### src/rtl/ptp_pkg.sv
// Shared widths, field positions and constants for the PTP hardware clock.
package ptp_pkg;

  localparam int DEF_FNS_W = 16;
  localparam int TOD_S_W   = 48;
  localparam int TOD_NS_W  = 30;
  localparam int REL_NS_W  = 48;
  localparam int ADJ_W     = 16;

  // ns part of an intermediate sum: holds -2^15 .. 1e9 + 2^15 + inc
  localparam int SUM_NS_W = 31;
  localparam logic [SUM_NS_W-1:0] NS_PER_S = 31'd1_000_000_000;

  typedef enum logic [1:0] {
    ROLL_NONE,
    ROLL_CARRY,
    ROLL_BORROW
  } roll_t;

endpackage

### src/rtl/ptp_clock_gen_if.sv
// Load/adjust inputs and timestamp outputs of the PTP clock generator.
interface ptp_clock_gen_if import ptp_pkg::*; #(
  parameter int PERIOD_NS_W = 4,
  parameter int FNS_W       = DEF_FNS_W
) ();

  logic [TOD_S_W-1:0]            input_ts_tod_s;
  logic [TOD_NS_W-1:0]           input_ts_tod_ns;
  logic                          input_ts_tod_valid;
  logic [REL_NS_W-1:0]           input_ts_rel;
  logic                          input_ts_rel_valid;
  logic [PERIOD_NS_W-1:0]        input_period_ns;
  logic [FNS_W-1:0]              input_period_fns;
  logic                          input_period_valid;
  logic [ADJ_W-1:0]              input_adj_ns;
  logic [15:0]                   input_adj_count;
  logic                          input_adj_valid;
  logic                          output_adj_active;
  logic [TOD_S_W+32+FNS_W-1:0]   output_ts_tod;
  logic [REL_NS_W+FNS_W-1:0]     output_ts_rel;
  logic                          output_ts_step;
  logic                          output_pps;
  logic                          output_pps_str;

  modport master (
    output input_ts_tod_s, input_ts_tod_ns, input_ts_tod_valid,
    output input_ts_rel, input_ts_rel_valid,
    output input_period_ns, input_period_fns, input_period_valid,
    output input_adj_ns, input_adj_count, input_adj_valid,
    input  output_adj_active, output_ts_tod, output_ts_rel,
    input  output_ts_step, output_pps, output_pps_str
  );

  modport slave (
    input  input_ts_tod_s, input_ts_tod_ns, input_ts_tod_valid,
    input  input_ts_rel, input_ts_rel_valid,
    input  input_period_ns, input_period_fns, input_period_valid,
    input  input_adj_ns, input_adj_count, input_adj_valid,
    output output_adj_active, output_ts_tod, output_ts_rel,
    output output_ts_step, output_pps, output_pps_str
  );

endinterface

### src/rtl/ptp_tod_adder.sv
// ToD ns/fns adder with signed slew; the +1e9 and -1e9 corrected sums are
// formed in parallel and the in-range one is selected.
module ptp_tod_adder import ptp_pkg::*; #(
  parameter int FNS_W = DEF_FNS_W,
  parameter int INC_W = 21
) (
  input  logic [TOD_NS_W-1:0] ns_in,
  input  logic [FNS_W-1:0]    fns_in,
  input  logic [INC_W-1:0]    inc,
  input  logic [ADJ_W-1:0]    slew,
  output logic [TOD_NS_W-1:0] ns_out,
  output logic [FNS_W-1:0]    fns_out,
  output logic                carry,
  output logic                borrow
);

  localparam int SW = SUM_NS_W + FNS_W;
  localparam int LW = TOD_NS_W + FNS_W;
  localparam logic [SW-1:0] ONE_S = {NS_PER_S, {FNS_W{1'b0}}};

  logic [SW-1:0] base;
  logic [SW-1:0] slew_ext;
  logic [SW-1:0] sum;
  logic [SW-1:0] sum_sub;
  logic [LW-1:0] sum_add;
  roll_t         roll;

  assign base     = {{(SW-LW){1'b0}}, ns_in, fns_in};
  assign slew_ext = {{(SUM_NS_W-ADJ_W){slew[ADJ_W-1]}}, slew, {FNS_W{1'b0}}};
  assign sum      = base + {{(SW-INC_W){1'b0}}, inc} + slew_ext;
  assign sum_sub  = sum - ONE_S;
  // a negative sum is at most a slew below zero, so the low bits suffice
  assign sum_add  = sum[LW-1:0] + ONE_S[LW-1:0];

  always_comb begin
    roll = ROLL_NONE;
    if (!sum_sub[SW-1]) begin
      roll = ROLL_CARRY;
    end else if (sum[SW-1]) begin
      roll = ROLL_BORROW;
    end
  end

  always_comb begin
    {ns_out, fns_out} = sum[LW-1:0];
    case (roll)
      ROLL_CARRY:  {ns_out, fns_out} = sum_sub[LW-1:0];
      ROLL_BORROW: {ns_out, fns_out} = sum_add;
      default: ;
    endcase
  end

  assign carry  = (roll == ROLL_CARRY);
  assign borrow = (roll == ROLL_BORROW);

endmodule

### src/rtl/ptp_clock_gen.sv
// PTP hardware clock: 96-bit ToD and 64-bit relative time with runtime period,
// bounded offset slew, fixed-cadence drift trim and a stretched PPS.
module ptp_clock_gen import ptp_pkg::*; #(
  parameter int                     PERIOD_NS_W    = 4,
  parameter int                     FNS_W          = DEF_FNS_W,
  parameter logic [PERIOD_NS_W-1:0] PERIOD_NS      = 4'h6,
  parameter logic [FNS_W-1:0]       PERIOD_FNS     = 16'h6666,
  parameter bit                     DRIFT_ENABLE   = 1'b1,
  parameter logic [FNS_W-1:0]       DRIFT_FNS      = 16'h0002,
  parameter logic [15:0]            DRIFT_RATE     = 16'd5,
  parameter logic [15:0]            PPS_STR_CYCLES = 16'd100
) (
  input  logic           clk,
  input  logic           rst,
  ptp_clock_gen_if.slave bus
);

  localparam int INC_W = PERIOD_NS_W + FNS_W + 1;
  localparam int REL_W = REL_NS_W + FNS_W;

  logic [TOD_S_W-1:0]     tod_s;
  logic [TOD_NS_W-1:0]    tod_ns;
  logic [FNS_W-1:0]       tod_fns;
  logic [REL_W-1:0]       rel;
  logic [PERIOD_NS_W-1:0] period_ns;
  logic [FNS_W-1:0]       period_fns;
  logic [15:0]            drift_cnt;
  logic [15:0]            adj_cnt;
  logic [ADJ_W-1:0]       adj_val;
  logic [15:0]            str_cnt;
  logic                   ts_step;
  logic                   pps;

  logic                   drift_tick;
  logic                   adj_active;
  logic [INC_W-1:0]       inc;
  logic [ADJ_W-1:0]       slew;
  logic [TOD_NS_W-1:0]    sum_ns;
  logic [FNS_W-1:0]       sum_fns;
  logic                   carry;
  logic                   borrow;
  logic                   pps_fire;

  assign drift_tick = DRIFT_ENABLE && (drift_cnt == DRIFT_RATE - 16'd1);
  assign inc = {1'b0, period_ns, period_fns}
             + (drift_tick ? {{(INC_W-FNS_W){1'b0}}, DRIFT_FNS} : {INC_W{1'b0}});
  assign adj_active = (adj_cnt != 16'd0);
  assign slew       = adj_active ? adj_val : {ADJ_W{1'b0}};
  // a ToD load suppresses the rollover, so no PPS on the load cycle
  assign pps_fire   = carry && !bus.input_ts_tod_valid;

  ptp_tod_adder #(
    .FNS_W (FNS_W),
    .INC_W (INC_W)
  ) u_adder (
    .ns_in   (tod_ns),
    .fns_in  (tod_fns),
    .inc     (inc),
    .slew    (slew),
    .ns_out  (sum_ns),
    .fns_out (sum_fns),
    .carry   (carry),
    .borrow  (borrow)
  );

  always_ff @(posedge clk or posedge rst) begin
    if (rst) begin
      tod_s      <= '0;
      tod_ns     <= '0;
      tod_fns    <= '0;
      rel        <= '0;
      period_ns  <= PERIOD_NS;
      period_fns <= PERIOD_FNS;
      drift_cnt  <= '0;
      adj_cnt    <= '0;
      adj_val    <= '0;
      str_cnt    <= '0;
      ts_step    <= 1'b0;
      pps        <= 1'b0;
    end else begin
      if (bus.input_period_valid) begin
        period_ns  <= bus.input_period_ns;
        period_fns <= bus.input_period_fns;
      end

      if (drift_tick || !DRIFT_ENABLE) begin
        drift_cnt <= '0;
      end else begin
        drift_cnt <= drift_cnt + 16'd1;
      end

      if (bus.input_adj_valid) begin
        adj_cnt <= bus.input_adj_count;
        adj_val <= bus.input_adj_ns;
      end else if (adj_active) begin
        adj_cnt <= adj_cnt - 16'd1;
      end

      if (bus.input_ts_tod_valid) begin
        tod_s   <= bus.input_ts_tod_s;
        tod_ns  <= bus.input_ts_tod_ns;
        tod_fns <= '0;
      end else begin
        tod_ns  <= sum_ns;
        tod_fns <= sum_fns;
        if (carry) begin
          tod_s <= tod_s + 48'd1;
        end else if (borrow) begin
          tod_s <= tod_s - 48'd1;
        end
      end

      if (bus.input_ts_rel_valid) begin
        rel <= {bus.input_ts_rel, {FNS_W{1'b0}}};
      end else begin
        rel <= rel + {{(REL_W-INC_W){1'b0}}, inc};
      end

      ts_step <= bus.input_ts_tod_valid || bus.input_ts_rel_valid;
      pps     <= pps_fire;

      if (pps_fire) begin
        str_cnt <= PPS_STR_CYCLES;
      end else if (str_cnt != 16'd0) begin
        str_cnt <= str_cnt - 16'd1;
      end
    end
  end

  assign bus.output_ts_tod     = {tod_s, 2'b00, tod_ns, tod_fns};
  assign bus.output_ts_rel     = rel;
  assign bus.output_ts_step    = ts_step;
  assign bus.output_pps        = pps;
  assign bus.output_pps_str    = (str_cnt != 16'd0);
  assign bus.output_adj_active = adj_active;

endmodule
### src/flat_wrapper.sv
// flat-port wrapper written by rule: the top's interface ports become plain ports
module ptp_clock_gen_flat import ptp_pkg::*;
#(
  parameter int                     PERIOD_NS_W    = 4,
  parameter int                     FNS_W          = DEF_FNS_W,
  parameter logic [PERIOD_NS_W-1:0] PERIOD_NS      = 4'h6,
  parameter logic [FNS_W-1:0]       PERIOD_FNS     = 16'h6666,
  parameter bit                     DRIFT_ENABLE   = 1'b1,
  parameter logic [FNS_W-1:0]       DRIFT_FNS      = 16'h0002,
  parameter logic [15:0]            DRIFT_RATE     = 16'd5,
  parameter logic [15:0]            PPS_STR_CYCLES = 16'd100
)
  (clk, rst, bus_input_ts_tod_s, bus_input_ts_tod_ns, bus_input_ts_tod_valid, bus_input_ts_rel, bus_input_ts_rel_valid, bus_input_period_ns, bus_input_period_fns, bus_input_period_valid, bus_input_adj_ns, bus_input_adj_count, bus_input_adj_valid, bus_output_adj_active, bus_output_ts_tod, bus_output_ts_rel, bus_output_ts_step, bus_output_pps, bus_output_pps_str);
  ptp_clock_gen_if #(.PERIOD_NS_W(PERIOD_NS_W), .FNS_W(FNS_W)) bus_i ();
  input  logic clk;
  input  logic rst;
  input wire logic [$bits(bus_i.input_ts_tod_s)-1:0] bus_input_ts_tod_s;
  input wire logic [$bits(bus_i.input_ts_tod_ns)-1:0] bus_input_ts_tod_ns;
  input wire logic [$bits(bus_i.input_ts_tod_valid)-1:0] bus_input_ts_tod_valid;
  input wire logic [$bits(bus_i.input_ts_rel)-1:0] bus_input_ts_rel;
  input wire logic [$bits(bus_i.input_ts_rel_valid)-1:0] bus_input_ts_rel_valid;
  input wire logic [$bits(bus_i.input_period_ns)-1:0] bus_input_period_ns;
  input wire logic [$bits(bus_i.input_period_fns)-1:0] bus_input_period_fns;
  input wire logic [$bits(bus_i.input_period_valid)-1:0] bus_input_period_valid;
  input wire logic [$bits(bus_i.input_adj_ns)-1:0] bus_input_adj_ns;
  input wire logic [$bits(bus_i.input_adj_count)-1:0] bus_input_adj_count;
  input wire logic [$bits(bus_i.input_adj_valid)-1:0] bus_input_adj_valid;
  output wire logic [$bits(bus_i.output_adj_active)-1:0] bus_output_adj_active;
  output wire logic [$bits(bus_i.output_ts_tod)-1:0] bus_output_ts_tod;
  output wire logic [$bits(bus_i.output_ts_rel)-1:0] bus_output_ts_rel;
  output wire logic [$bits(bus_i.output_ts_step)-1:0] bus_output_ts_step;
  output wire logic [$bits(bus_i.output_pps)-1:0] bus_output_pps;
  output wire logic [$bits(bus_i.output_pps_str)-1:0] bus_output_pps_str;
  assign bus_i.input_ts_tod_s = bus_input_ts_tod_s;
  assign bus_i.input_ts_tod_ns = bus_input_ts_tod_ns;
  assign bus_i.input_ts_tod_valid = bus_input_ts_tod_valid;
  assign bus_i.input_ts_rel = bus_input_ts_rel;
  assign bus_i.input_ts_rel_valid = bus_input_ts_rel_valid;
  assign bus_i.input_period_ns = bus_input_period_ns;
  assign bus_i.input_period_fns = bus_input_period_fns;
  assign bus_i.input_period_valid = bus_input_period_valid;
  assign bus_i.input_adj_ns = bus_input_adj_ns;
  assign bus_i.input_adj_count = bus_input_adj_count;
  assign bus_i.input_adj_valid = bus_input_adj_valid;
  assign bus_output_adj_active = bus_i.output_adj_active;
  assign bus_output_ts_tod = bus_i.output_ts_tod;
  assign bus_output_ts_rel = bus_i.output_ts_rel;
  assign bus_output_ts_step = bus_i.output_ts_step;
  assign bus_output_pps = bus_i.output_pps;
  assign bus_output_pps_str = bus_i.output_pps_str;
  ptp_clock_gen #(.PERIOD_NS_W(PERIOD_NS_W), .FNS_W(FNS_W), .PERIOD_NS(PERIOD_NS), .PERIOD_FNS(PERIOD_FNS), .DRIFT_ENABLE(DRIFT_ENABLE), .DRIFT_FNS(DRIFT_FNS), .DRIFT_RATE(DRIFT_RATE), .PPS_STR_CYCLES(PPS_STR_CYCLES)) u_core (.clk(clk), .rst(rst), .bus(bus_i));
endmodule
### config.mk
export PLATFORM = sky130hd
export DESIGN_NAME = ptp_clock_gen_flat
export DESIGN_NICKNAME = d
export VERILOG_FILES = /design/src/rtl/ptp_pkg.sv /design/src/rtl/ptp_clock_gen_if.sv /design/src/rtl/ptp_tod_adder.sv /design/src/rtl/ptp_clock_gen.sv /design/src/flat_wrapper.sv
export SDC_FILE = /design/constraint.sdc
export NUM_CORES = 1
export LEC_CHECK = 0
export CORE_MARGIN = 4
export CORE_UTILIZATION = 65
export CTS_BUF_LIST = sky130_fd_sc_hd__clkbuf_8
export CTS_CLUSTER_SIZE = 10
export DETAILED_ROUTE_END_ITERATION = 6
export DONT_BUFFER_PORTS = 1
export GPL_TIMING_DRIVEN = 0
export PLACE_DENSITY_LB_ADDON = 0.08
export SYNTH_ARGS = -nofsm -noshare
export SYNTH_HDL_FRONTEND = slang
export SYNTH_HIERARCHICAL = 1
export SYNTH_SLANG_ARGS = --single-unit
export TNS_END_PERCENT = 100
### constraint.sdc
create_clock -name clk -period 12 [get_ports clk]
set_input_delay 2.4 -clock clk [delete_from_list [all_inputs] [get_ports clk]]
set_output_delay 2.4 -clock clk [all_outputs]
set_load 0.02 [all_outputs]
==> metrics.yaml <==
status: "complete, but fails checks"
violations: "DRC"
cp_top_family: "compound AO/OA/AOI/OAI gates"
maxCapViolations: 0
cts_resized: 0
start_util_pct: 66.6
hold_path_depth: 1
r2r_cells: 39
synth_edf_count: 0
multi_input_area_mm2: 0.0125
fin_area_mm2: 0.0207
cts_hold_buf: 0
routed_wl_mm: 55.1
place.gp.congestion: 0.954
r2r-start: "u_core/drift_cnt[0]"
final_cell_mix: "234 x dfrtp_1, 214 x nand2_1, 175 x nor2_1"
synthFlopType: "dfrtp_1"
cpPeakStageDelay_ps: 630
rsz0062_at_grt: "no"
ant_nets: 0
ys_warn_count: 6
max_freq_mhz: 89.9
drc: 3
drive_gt1_share_pct: 10.9
seq_area_mm2: 0.00612
cp_max_fo: 26
overflow: 0
root_buffer: "clkbuf_8"
hold_viol: 0
clock_skew_ps: 22.4
finalCritPeriodShare_pct: 92.7
clock-sinks: 244
hold-worst-slack_ps: 473
viasPerCell: 6.38
holdPathEnd: "u_core/drift_cnt[15]"
nets: 2590
avgSynthCellArea_um2: 8.86
die_h_um: 180
vias: 16920
numCtsBuffers: 44
cp-start-kind: "flip-flop"
max_slew.worst_pin.slew_ps: 886
fin_tns_setup_ps: 0
grt_pass1_vias: 16538
reg2reg_to: "u_core/tod_s[37]"
dpl.hpwl_mm: 42.4
postSynth.asyncResetShare_pct: 100
ys_ff_latch: 244
rows: 62
area_growth_pct: 7.34
grt_max_degree: 130
post_cts_buffers: 0
hold_class: "flip-flop to flip-flop"
layout_min_cycle_time_ps: 11130
routedWlPerCell_um: 20.8
die_w_um: 180
clk_pin_slew_ps: 60
first_pass_iters: 7
grt_pass1_wl_mm: 87.3
syn_area_mm2: 0.0193
cp_num_cells: 39
finalMaxSlewViolations: 0
cts_max_level: 2
final-setup-viol-count: 0
crit_top_cell: "ha_1"
postPlaceCellArea_mm2: 0.0199
coreArea_mm2: 0.0290
worstPathArrival_ps: 11570
die-area_mm2: 0.0325
clk_path_buf_depth: 3
yosysSeqAreaShare_pct: 31.7
clk_latency_ps: 560
antenna_found_initial: 9
relSlewSlack_pct: 40.9
worst-path-buf-inv: 6
synth_cell_types: 91
cts_tree: "done"
slowest_stage: "a221oi_1"
final_common_cell: "dfrtp_1"
netlist_instances: 2181
io_pins: 348
drt_iter0_drc: 1348
critPathKind: "flip-flop to flip-flop"
fillers: 2314
cp-end-kind: "flip-flop"
grt_util_all_layers_pct: 32.4
port_buffers: 0
r2r_setup_slack_ps: 870
hold_start: "u_core/drift_cnt[15]"
cp.required_ps: 12440
## worst register-to-register path: cells and delay by family, from the launching register on
family / cells / cell delay (ps)
adder cells (fa/ha/maj): 7 / 2180
buffers and inverters: 6 / 1390
AND/OR/NAND/NOR: 9 / 1950
flip-flops: 1 / 420
AO/OA/AOI/OAI: 13 / 3790
multiplexers: 1 / 290
XOR/XNOR: 3 / 1000
## metal layers
layer	routed length, um	global-route usage (%)
met5	47	0
met4	1750	10.2
met3	5630	10.1
met2	25000	52.1
met1	22700	42.2
## Yosys cell counts, drive strengths merged, types with 19 or more instances
master	n	area share [%]
and3	28	0.91
nand2	214	4.2
ha	168	11
or3	22	0.73
o31ai	20	0.78
o21ai	139	3.6
nor2b	29	0.98
xnor2	123	5.6
dfrtp	234	30
mux2	120	7.0
inv	73	1.4
nand4	33	1.1
a31oi	22	0.71
and2	30	0.97
nor2	176	3.4
a21oi	175	4.6
nor3	50	1.5
nand3	53	1.4
mux2i	19	0.98
xor2	58	2.6
a21o	59	2.3
clkbuf	68	1.3
## registers in the layout (all words and copies together) (netlist names)
signal,flops
u_core/adj_cnt,16
u_core/adj_val,16
u_core/bus.output_pps,1
u_core/bus.output_ts_rel,64
u_core/bus.output_ts_step,1
u_core/drift_cnt,16
u_core/period_fns,16
u_core/period_ns,4
u_core/str_cnt,16
u_core/tod_fns,16
u_core/tod_ns,30
u_core/tod_s,48
## how the worst max path moves through the flow
stage                   startpoint            endpoint  slack (ps)
2_1_floorplan  u_core/drift_cnt[0]    u_core/tod_s[43]        2890
3_3_place_gp                   rst  u_core/adj_val[10]         250
3_5_place_dp   u_core/drift_cnt[0]    u_core/tod_s[37]        1150
4_1_cts        u_core/drift_cnt[0]    u_core/tod_s[37]        1090
5_1_grt        u_core/drift_cnt[0]    u_core/tod_s[37]         240
6_report       u_core/drift_cnt[0]    u_core/tod_s[37]         870
## cell type report
class                           instances  area share [%]
Antenna cell                            6          0.0724
Buffer                                 86            1.82
Clock buffer                           53            3.52
Clock inverter                         23           0.615
Inverter                               74            1.38
Multi-Input combinational cell       1778            60.5
Sequential cell                       244            29.5
Tap cell                              384            2.32
Timing Repair Buffer                    2           0.265
## per-stage QoR
step / std cells / utilization (%) / setup slack, ps
2_1_floorplan: 2182 / - / 2890
3_3_place_gp: 2566 / 68.3 / 251
3_5_place_dp: 2568 / 68.5 / 1150
4_1_cts: 2644 / 71.4 / 1090
5_1_grt: 2649 / 71.5 / 244
6_report: 2650 / 71.5 / 873
## kinds of logic after synthesis
kind of cell / Yosys count / share of synthesized area [%]
buf+inv: 160 / 3.39
xor+xnor: 181 / 8.24
flops: 244 / 31.7
compound gates: 569 / 18.8
mux: 139 / 7.98
fa+ha+maj: 176 / 11.7
other cells: 1 / 0.0194
simple gates: 711 / 18.2
Power is not shown: default switching activity piles up to over one toggle a cycle in this logic, so the estimate is an artifact.
